File: config.mk
export PLATFORM = sky130hd
export DESIGN_NAME = router_input_fifo
export DESIGN_NICKNAME = d
export VERILOG_FILES = /design/src/rtl/router_pkg.sv /design/src/rtl/fifo_handshake_ctrl.sv /design/src/rtl/router_input_fifo.sv
export SDC_FILE = /design/constraint.sdc
export NUM_CORES = 1
export LEC_CHECK = 0
export BUFFER_PORTS_ARGS = -buffer_cell sky130_fd_sc_hd__buf_2
export CORE_MARGIN = 10
export CORE_UTILIZATION = 45
export DETAILED_ROUTE_END_ITERATION = 12
export GPL_TIMING_DRIVEN = 0
export PLACE_DENSITY = 0.64
export RECOVER_POWER = 50
export SLEW_MARGIN = 15
export SYNTH_ARGS = -nofsm -noshare
export SYNTH_HDL_FRONTEND = slang
export SYNTH_SLANG_ARGS = --single-unit
File: constraint.sdc
create_clock -name clk -period 3 [get_ports clk]
set_input_delay 0.6 -clock clk [delete_from_list [all_inputs] [get_ports clk]]
set_output_delay 0.6 -clock clk [all_outputs]
set_load 0.01 [all_outputs]
File: src/rtl/router_pkg.sv
// Shared router types and constants: flit geometry, port indices, input handshake states.
package router_pkg;

   localparam int FLIT_WIDTH = 32;
   localparam int FIFO_DEPTH = 4;

   localparam int N = 0;
   localparam int E = 1;
   localparam int W = 2;
   localparam int S = 3;
   localparam int L = 4;
   localparam int NUM_PORTS = 5;

   typedef enum logic {
      HS_IDLE = 1'b0,
      HS_ACK  = 1'b1
   } hs_state_t;

   typedef logic [FIFO_DEPTH-1:0] onehot_ptr_t;

   function automatic onehot_ptr_t onehot_rotl(input onehot_ptr_t p);
      return {p[FIFO_DEPTH-2:0], p[FIFO_DEPTH-1]};
   endfunction

endpackage

File: src/rtl/fifo_handshake_ctrl.sv
// RTS/CTS acceptor: write_en is combinational in IDLE, CTS is a registered one-cycle pulse after each accept.
// A full buffer holds the FSM in IDLE with CTS low, so upstream keeps DRTS asserted until space frees up.
module fifo_handshake_ctrl
   import router_pkg::*;
(
   input  logic clk,
   input  logic rst,
   input  logic drts,
   input  logic full,
   output logic cts,
   output logic write_en
);

   hs_state_t state;

   assign write_en = (state == HS_IDLE) & drts & ~full;

   always_ff @(posedge clk) begin
      if (rst) begin
         state <= HS_IDLE;
         cts   <= 1'b0;
      end else begin
         case (state)
            HS_IDLE: begin
               if (drts && !full) begin
                  state <= HS_ACK;
                  cts   <= 1'b1;
               end else begin
                  state <= HS_IDLE;
                  cts   <= 1'b0;
               end
            end
            // The ACK cycle never writes, which gives the upstream time to drop DRTS.
            HS_ACK: begin
               state <= HS_IDLE;
               cts   <= 1'b0;
            end
            default: begin
               state <= HS_IDLE;
               cts   <= 1'b0;
            end
         endcase
      end
   end

endmodule

File: src/rtl/router_input_fifo.sv
// Per-port router input buffer: one-hot circular store, head flit combinational at Data_out, 1-cycle RX-to-head latency.
// Backpressure is full blocking the RTS/CTS accept; any output grant pops one flit, grants on empty are ignored.
module router_input_fifo
   import router_pkg::*;
#(
   parameter int DATA_WIDTH = FLIT_WIDTH,
   parameter int DEPTH      = FIFO_DEPTH
)
(
   input  logic                    clk,
   input  logic                    rst,
   input  logic                    DRTS,
   output logic                    CTS,
   input  logic [DATA_WIDTH-1:0]   RX,
   input  logic                    read_en_N,
   input  logic                    read_en_E,
   input  logic                    read_en_W,
   input  logic                    read_en_S,
   input  logic                    read_en_L,
   output logic [DATA_WIDTH-1:0]   Data_out,
   output logic                    empty,
   output logic                    full,
   output logic [$clog2(DEPTH):0]  count
);

   localparam int CW = $clog2(DEPTH) + 1;
   localparam logic [DEPTH-1:0] PTR_INIT = {{(DEPTH-1){1'b0}}, 1'b1};

   logic [DATA_WIDTH-1:0] mem [DEPTH];
   logic [DEPTH-1:0]      write_ptr;
   logic [DEPTH-1:0]      read_ptr;
   logic [NUM_PORTS-1:0]  grant;
   logic                  read_req;
   logic                  read_fire;
   logic                  write_en;

   assign grant[N] = read_en_N;
   assign grant[E] = read_en_E;
   assign grant[W] = read_en_W;
   assign grant[S] = read_en_S;
   assign grant[L] = read_en_L;

   assign read_req  = |grant;
   assign read_fire = read_req & ~empty;

   assign empty = (count == '0);
   assign full  = (count == CW'(DEPTH));

   fifo_handshake_ctrl u_hs (
      .clk      (clk),
      .rst      (rst),
      .drts     (DRTS),
      .full     (full),
      .cts      (CTS),
      .write_en (write_en)
   );

   always_ff @(posedge clk) begin
      if (rst) begin
         for (int i = 0; i < DEPTH; i++) begin
            mem[i] <= '0;
         end
      end else begin
         for (int i = 0; i < DEPTH; i++) begin
            if (write_en && write_ptr[i]) begin
               mem[i] <= RX;
            end
         end
      end
   end

   always_ff @(posedge clk) begin
      if (rst) begin
         write_ptr <= PTR_INIT;
         read_ptr  <= PTR_INIT;
      end else begin
         if (write_en) begin
            write_ptr <= {write_ptr[DEPTH-2:0], write_ptr[DEPTH-1]};
         end
         if (read_fire) begin
            read_ptr <= {read_ptr[DEPTH-2:0], read_ptr[DEPTH-1]};
         end
      end
   end

   // Write and pop in the same cycle leave occupancy unchanged.
   always_ff @(posedge clk) begin
      if (rst) begin
         count <= '0;
      end else begin
         case ({write_en, read_fire})
            2'b10:   count <= count + CW'(1);
            2'b01:   count <= count - CW'(1);
            default: count <= count;
         endcase
      end
   end

   always_comb begin
      Data_out = '0;
      for (int i = 0; i < DEPTH; i++) begin
         if (read_ptr[i]) begin
            Data_out = Data_out | mem[i];
         end
      end
   end

   ptr_onehot_a: assert property (@(posedge clk) disable iff (rst)
      $onehot(read_ptr) && $onehot(write_ptr));
   count_range_a: assert property (@(posedge clk) disable iff (rst)
      count <= CW'(DEPTH));

endmodule

## Yosys cells after proc, flatten, opt, wreduce, memory -nomap -nowiden

Memory sizes are Yosys's and may differ from the RTL's.
Cells that the tools add are included.

- Register bits: 12
- Memory bits (writable): 128
- Input bits: 40
- Output and inout bits: 38
- Logic and storage cells: 57
- Memories kept: 1

- $add $sub $neg: 2
- Equal/unequal tests: 3
- Multiplexer cells: 25
- Bitwise operators: 13
- Reductions and logical operators: 9

Memory list:

| name | depth | bits a word | read ports | clocked after memory_dff | write ports | line | RTL |
|---|---|---|---|---|---|---|---|
| mem | 4 | 32 | 4 | 0 | 4 | router_input_fifo.sv:29 | `logic [DATA_WIDTH-1:0] mem [DEPTH];` |

Operator list:

| operator | count |
|---|---|
| two-way mux 32 bit | 8 |
| bitwise OR 32 bit | 3 |
| two-way mux 1 bit | 15 |
| one-hot mux 3 bit (2 select lines) | 1 |
| logical AND 1 bit | 5 |
| OR reduction 5 bit | 1 |
| bitwise OR 1 bit | 4 |
| adder 3 x 1 -> 3 bit (second input constant) | 1 |
| AND 1 bit | 3 |
| equality test 3 bit (second input constant) | 1 |
| zero test 3 bit | 1 |
| NOT 1 bit | 3 |
| subtractor 3 x 1 -> 3 bit (second input constant) | 1 |
| equality test 2 x 1 -> 1 bit (second input constant) | 1 |
| equality test 2 bit (second input constant) | 1 |
| one-hot mux 1 bit (2 select lines) | 1 |
| nonzero test 2 bit | 1 |
| zero test 1 bit | 1 |

## Longest topological paths before layout

- Word-level depth: 8
- Gate-level depth with buffers: 9
- Depth with buffers taken out: 8

## By module

Synthesis repeated with hierarchy kept, for this count alone.

- Cells, all modules: 445
- Area total of the unflattened synthesis: 5955.7 um2

Modules (own cells, without submodules):

| module | times used | cells an instance | area each (um2) | sequential area each (um2) |
|---|---|---|---|---|
| router_input_fifo | 1 | 442 | 5913.2 | 4063.9 |
| fifo_handshake_ctrl | 1 | 3 | 42.5 | 20.0 |

## Least setup slack after synthesis

OpenSTA, ideal clock, no wires.

- Kind: input to register
- Start point: in read_en_E
- End point: reg count[2]
- Arrival: 2276 ps
- Path slack: 654 ps
- Stages: 8
- Path buffers: 0
- Path through: nor3_1 > a21oi_1 > ha_1 > inv_1 > fa_1 > xor2_1 > or3_1 > a21oi_1

- Cells in the longest elaborated chain, start to end: 4

Ends and longest elaborated chain:

| element | line | RTL |
|---|---|---|
| start: declaration | router_input_fifo.sv:16 | `input logic read_en_E,` |
| OR reduction 5 bit (*) | router_input_fifo.sv:43 | `assign read_req = \|grant;` |
| AND 1 bit (*) | router_input_fifo.sv:44 | `assign read_fire = read_req & ~empty;` |
| net read_fire | router_input_fifo.sv:34 | `logic read_fire;` |
| equality test 2 x 1 -> 1 bit / equality test 2 bit (equally long branches) | router_input_fifo.sv:91 | `case ({write_en, read_fire})` |
| one-hot mux 3 bit (2 select lines) / nonzero test 2 bit (equally long branches) | -- |  |
| end signal: assignment | router_input_fifo.sv:92 | `2'b10: count <= count + CW'(1);` |
| end signal: assignment | router_input_fifo.sv:93 | `2'b01: count <= count - CW'(1);` |
| end signal: assignment | router_input_fifo.sv:94 | `default: count <= count;` |
| end: declaration | router_input_fifo.sv:23 | `output logic [$clog2(DEPTH):0] count` |

Mark *: on every way through the listed nets, which the timed path passes. The rest lies on a longest branch.
A chain may end at the register's enable or synchronous reset.

==> key figures <==
Status
  – Status: finished, violations left
  – Failing checks: capacitance limit

Clocking
  – CTS tree: done
  – Hold_buf cts: 0
  – TritonCTS Sinks: 140
  – Clk buf depth: 2
  – Post-CTS sizing: 0
  – H-tree depth: 4
  – Num CTS Buffers: 17
  – Worst-skew pair later-pin latency: 430 ps
  – CTS clock-pin slew for the worst setup and hold paths: 50 ps
  – Post-CTS Setup Bufs: 0
  – Clock root buffer: clkbuf_16

Route
  – DR vias/cell: 5.12
  – DRT Wirelength: 13.9 mm
  – Drt first-iter violations: 238
  – Routed vias: 3779
  – Routed len/inst: 18.9 µm
  – DRC violations left: 0
  – Final ANT Viol Nets: 0
  – Drt first pass iters: 4

STA
  – Final hold slack: 486 ps
  – Setup_tns: 0 ps
  – Skew final: 9.12 ps
  – Max-slew violation count: 0
  – Tmin final: 2690 ps
  – Setup ws final: between 300 and 400 ps
  – RSZ-0062 raised after global routing: false
  – Slew headroom: 0.454%
  – F_max: 372 MHz
  – Crit share post-route: 89.7%
  – Measured slew at the worst slew-check pin: between 1000 and 1500 ps
  – Final hold vios: 0
  – Setup Viol. Count Final: 0

Layout
  – Fill cells: 1181
  – Share of cells above drive strength 1: 18.4%
  – Flip-flop and latch area: a little over 0.004 mm²
  – Multi-input logic area: 0.00172 mm²
  – Synth-to-Final Area Change: 18.7%
  – Final nets: 591
  – Final instance area: 0.00724 mm²

GRT
  – Largest net degree at the start of global routing: 24
  – Number of global-route vias before repair: 4030
  – Grt ovf: 0
  – Gr usage total: between 10% and 20%
  – First-pass GRT wire length: 21.4 mm
  – Initial antenna violation count: 2

Logic synthesis
  – Post-Syn Nets: 491
  – Yosys reg bits: 140
  – Area leader, netlist: edfxtp_1
  – Top cells by area, synth: edfxtp_1 (63%), and2_1 (13%), a22oi_1 (7.9%), dfxtp_1 (3.9%), buf_6 (2.4%)
  – Synth async-reset ratio: 0%
  – Top cell type's share of synthesized area: 63.0%
  – Post-synth top cells: and2_1 (128), edfxtp_1 (128), a22oi_1 (64), nand2_1 (34), clkbuf_1 (17)
  – Unique masters post-synth: 26
  – Synth Cell Area: slightly above 0.006 mm²
  – Mean area per synthesized cell: around 14 µm²
  – Post-synth EDFFs: 128
  – Main synth FF type: edfxtp_1
  – Post-synthesis sequential area ratio: between 60% and 70%
  – Synth Instances: 449
  – YS warnings: 0

Place
  – DP Area: 0.00680 mm²
  – Post-DP HPWL: 9.13 mm
  – IO Port Bufs: 77
  – Pre-CTS setup slack: 361 ps
  – Routability Congestion: 0.729

Hold path
  – Worst Hold Endpoint: mem[0][6]$_SDFFCE_PN0P_
  – Hold Path Class: in -> reg
  – HP Start: RX[6]
  – Hold depth: 2

Setup path
  – Worst path required time: 3290 ps
  – CP Max Fanout: 10
  – Worst reg2reg path endpoint: mem[3][12]$_SDFFCE_PN0P_
  – CP startpoint kind: flip-flop
  – Reg-to-reg critical path startpoint: count[0]$_SDFFE_PP0P_
  – Worst Setup End Kind: flip-flop
  – Flop-to-flop setup slack: 310 ps
  – Crit Path Class: reg -> reg
  – FF-to-FF path depth: 6
  – CP arrival: 2980 ps

Pwr
  – Pwr/cell area: 775 mW/mm²
  – Max VDD drop: 0.444 mV
  – Leak: 2.82 nW

Die
  – Die extent in y: 136 µm
  – CORE AREA: about 0.013 mm²
  – IO Pins: 78
  – Initial core utilization: a little under half
  – Die Wd: 136 µm
  – Row count: 42
  – Die area: 0.0186 mm²

Job
  – Maxcap violations: 1
-- critical path, cell delays in order, from the launching register on --
cell and delay [ps]:
dfxtp_1 400, or3b_1 140, clkbuf_1 300, inv_6 90, nor4b_1 1220, buf_6 260, and2_1 150
-- layer usage --
layer | routed length [µm] | track usage (%) | vias up
li1 | - | - | 1820
met1 | 5960 | 18.0 | 1851
met2 | 6850 | 25.9 | 91
met3 | 931 | 6.09 | 17
met4 | 197 | 4.85 | 0
met5 | 0 | 0 | -
-- report_power, final --
group	switching, mW	internal (mW)	leakage, nW
clock	0.750	1.37	0.284
combinational	0.716	0.402	1.10
sequential	0.0574	2.32	1.44
total	1.52	4.09	2.82
-- cells in the final DEF (no fill, tap or decap), types with 2 or more instances in the layout --
cell | netlist | final
edfxtp_1 | 128 | 128
clkbuf_1 | 17 | 36
buf_2 | 1 | 72
diode_2 | 0 | 2
o21ai_1 | 4 | 4
nand2b_1 | 8 | 8
nor2_1 | 7 | 7
a22oi_1 | 64 | 64
bufinv_16 | 0 | 4
nand3_1 | 3 | 3
and2_0 | 0 | 55
dfxtp_1 | 12 | 12
nand2_1 | 34 | 34
nor4b_1 | 0 | 4
nor3_1 | 2 | 2
xor2_1 | 2 | 2
and2_1 | 128 | 73
a21oi_1 | 6 | 6
inv_1 | 4 | 4
clkinv_1 | 0 | 4
clkbuf_16 | 0 | 17
mux2i_1 | 4 | 4
buf_6 | 13 | 3
buf_12 | 0 | 3
-- registers in the layout, indices dropped and copies added, names as in the netlist --
name,count
mem,128
read_ptr,4
write_ptr,4
count,3
u_hs.cts,1
-- metrics by stage --
step / utilization [%] / cells / power [mW]
6_report: 54.7 / 738 / 5.62
3_5_place_dp: 51.4 / 706 / 3.60
4_1_cts: 55.8 / 736 / 5.71
2_1_floorplan: - / 449 / 3.10
3_3_place_gp: 50.6 / 702 / 3.55
5_1_grt: 54.7 / 737 / 5.87
-- layout make-up --
| class | instances | area share (%) |
|---|---|---|
| multi-input combinational | 273 | 23.7 |
| tap | 176 | 3.04 |
| antenna | 2 | 0.0691 |
| clock buffer | 20 | 6.03 |
| timing repair buffer | 81 | 6.44 |
| clock inverter | 10 | 2.06 |
| buffer | 31 | 1.92 |
| inverter | 5 | 0.328 |
| sequential | 140 | 56.4 |
-- cells by family after synthesis --
family | count (synthesis) | synth area share [%]
flops | 140 | 66.9
buf+inv | 36 | 3.92
xor+xnor | 2 | 0.287
mux | 4 | 0.656
compound gates | 76 | 8.88
simple gates | 189 | 18.8
fa+ha+maj | 2 | 0.533
-- how the worst max path moves through the flow --
stage / from / to / slack [ps] / cells past startpoint
finish: count[0]$_SDFFE_PP0P_ / mem[3][12]$_SDFFCE_PN0P_ / 310 / 6
global route: count[0]$_SDFFE_PP0P_ / mem[3][23]$_SDFFCE_PN0P_ / 100 / 6
CTS: read_ptr[0]$_SDFFE_PP1P_ / Data_out[13] / 310 / 5
detailed placement: read_en_N / count[2]$_SDFFE_PP0P_ / 360 / 9
global placement: DRTS / mem[0][12]$_SDFFCE_PN0P_ / 20 / 4
floorplan: read_en_E / count[2]$_SDFFE_PP0P_ / 650 / 8
Note: power is estimated with default switching activity, not from simulation.
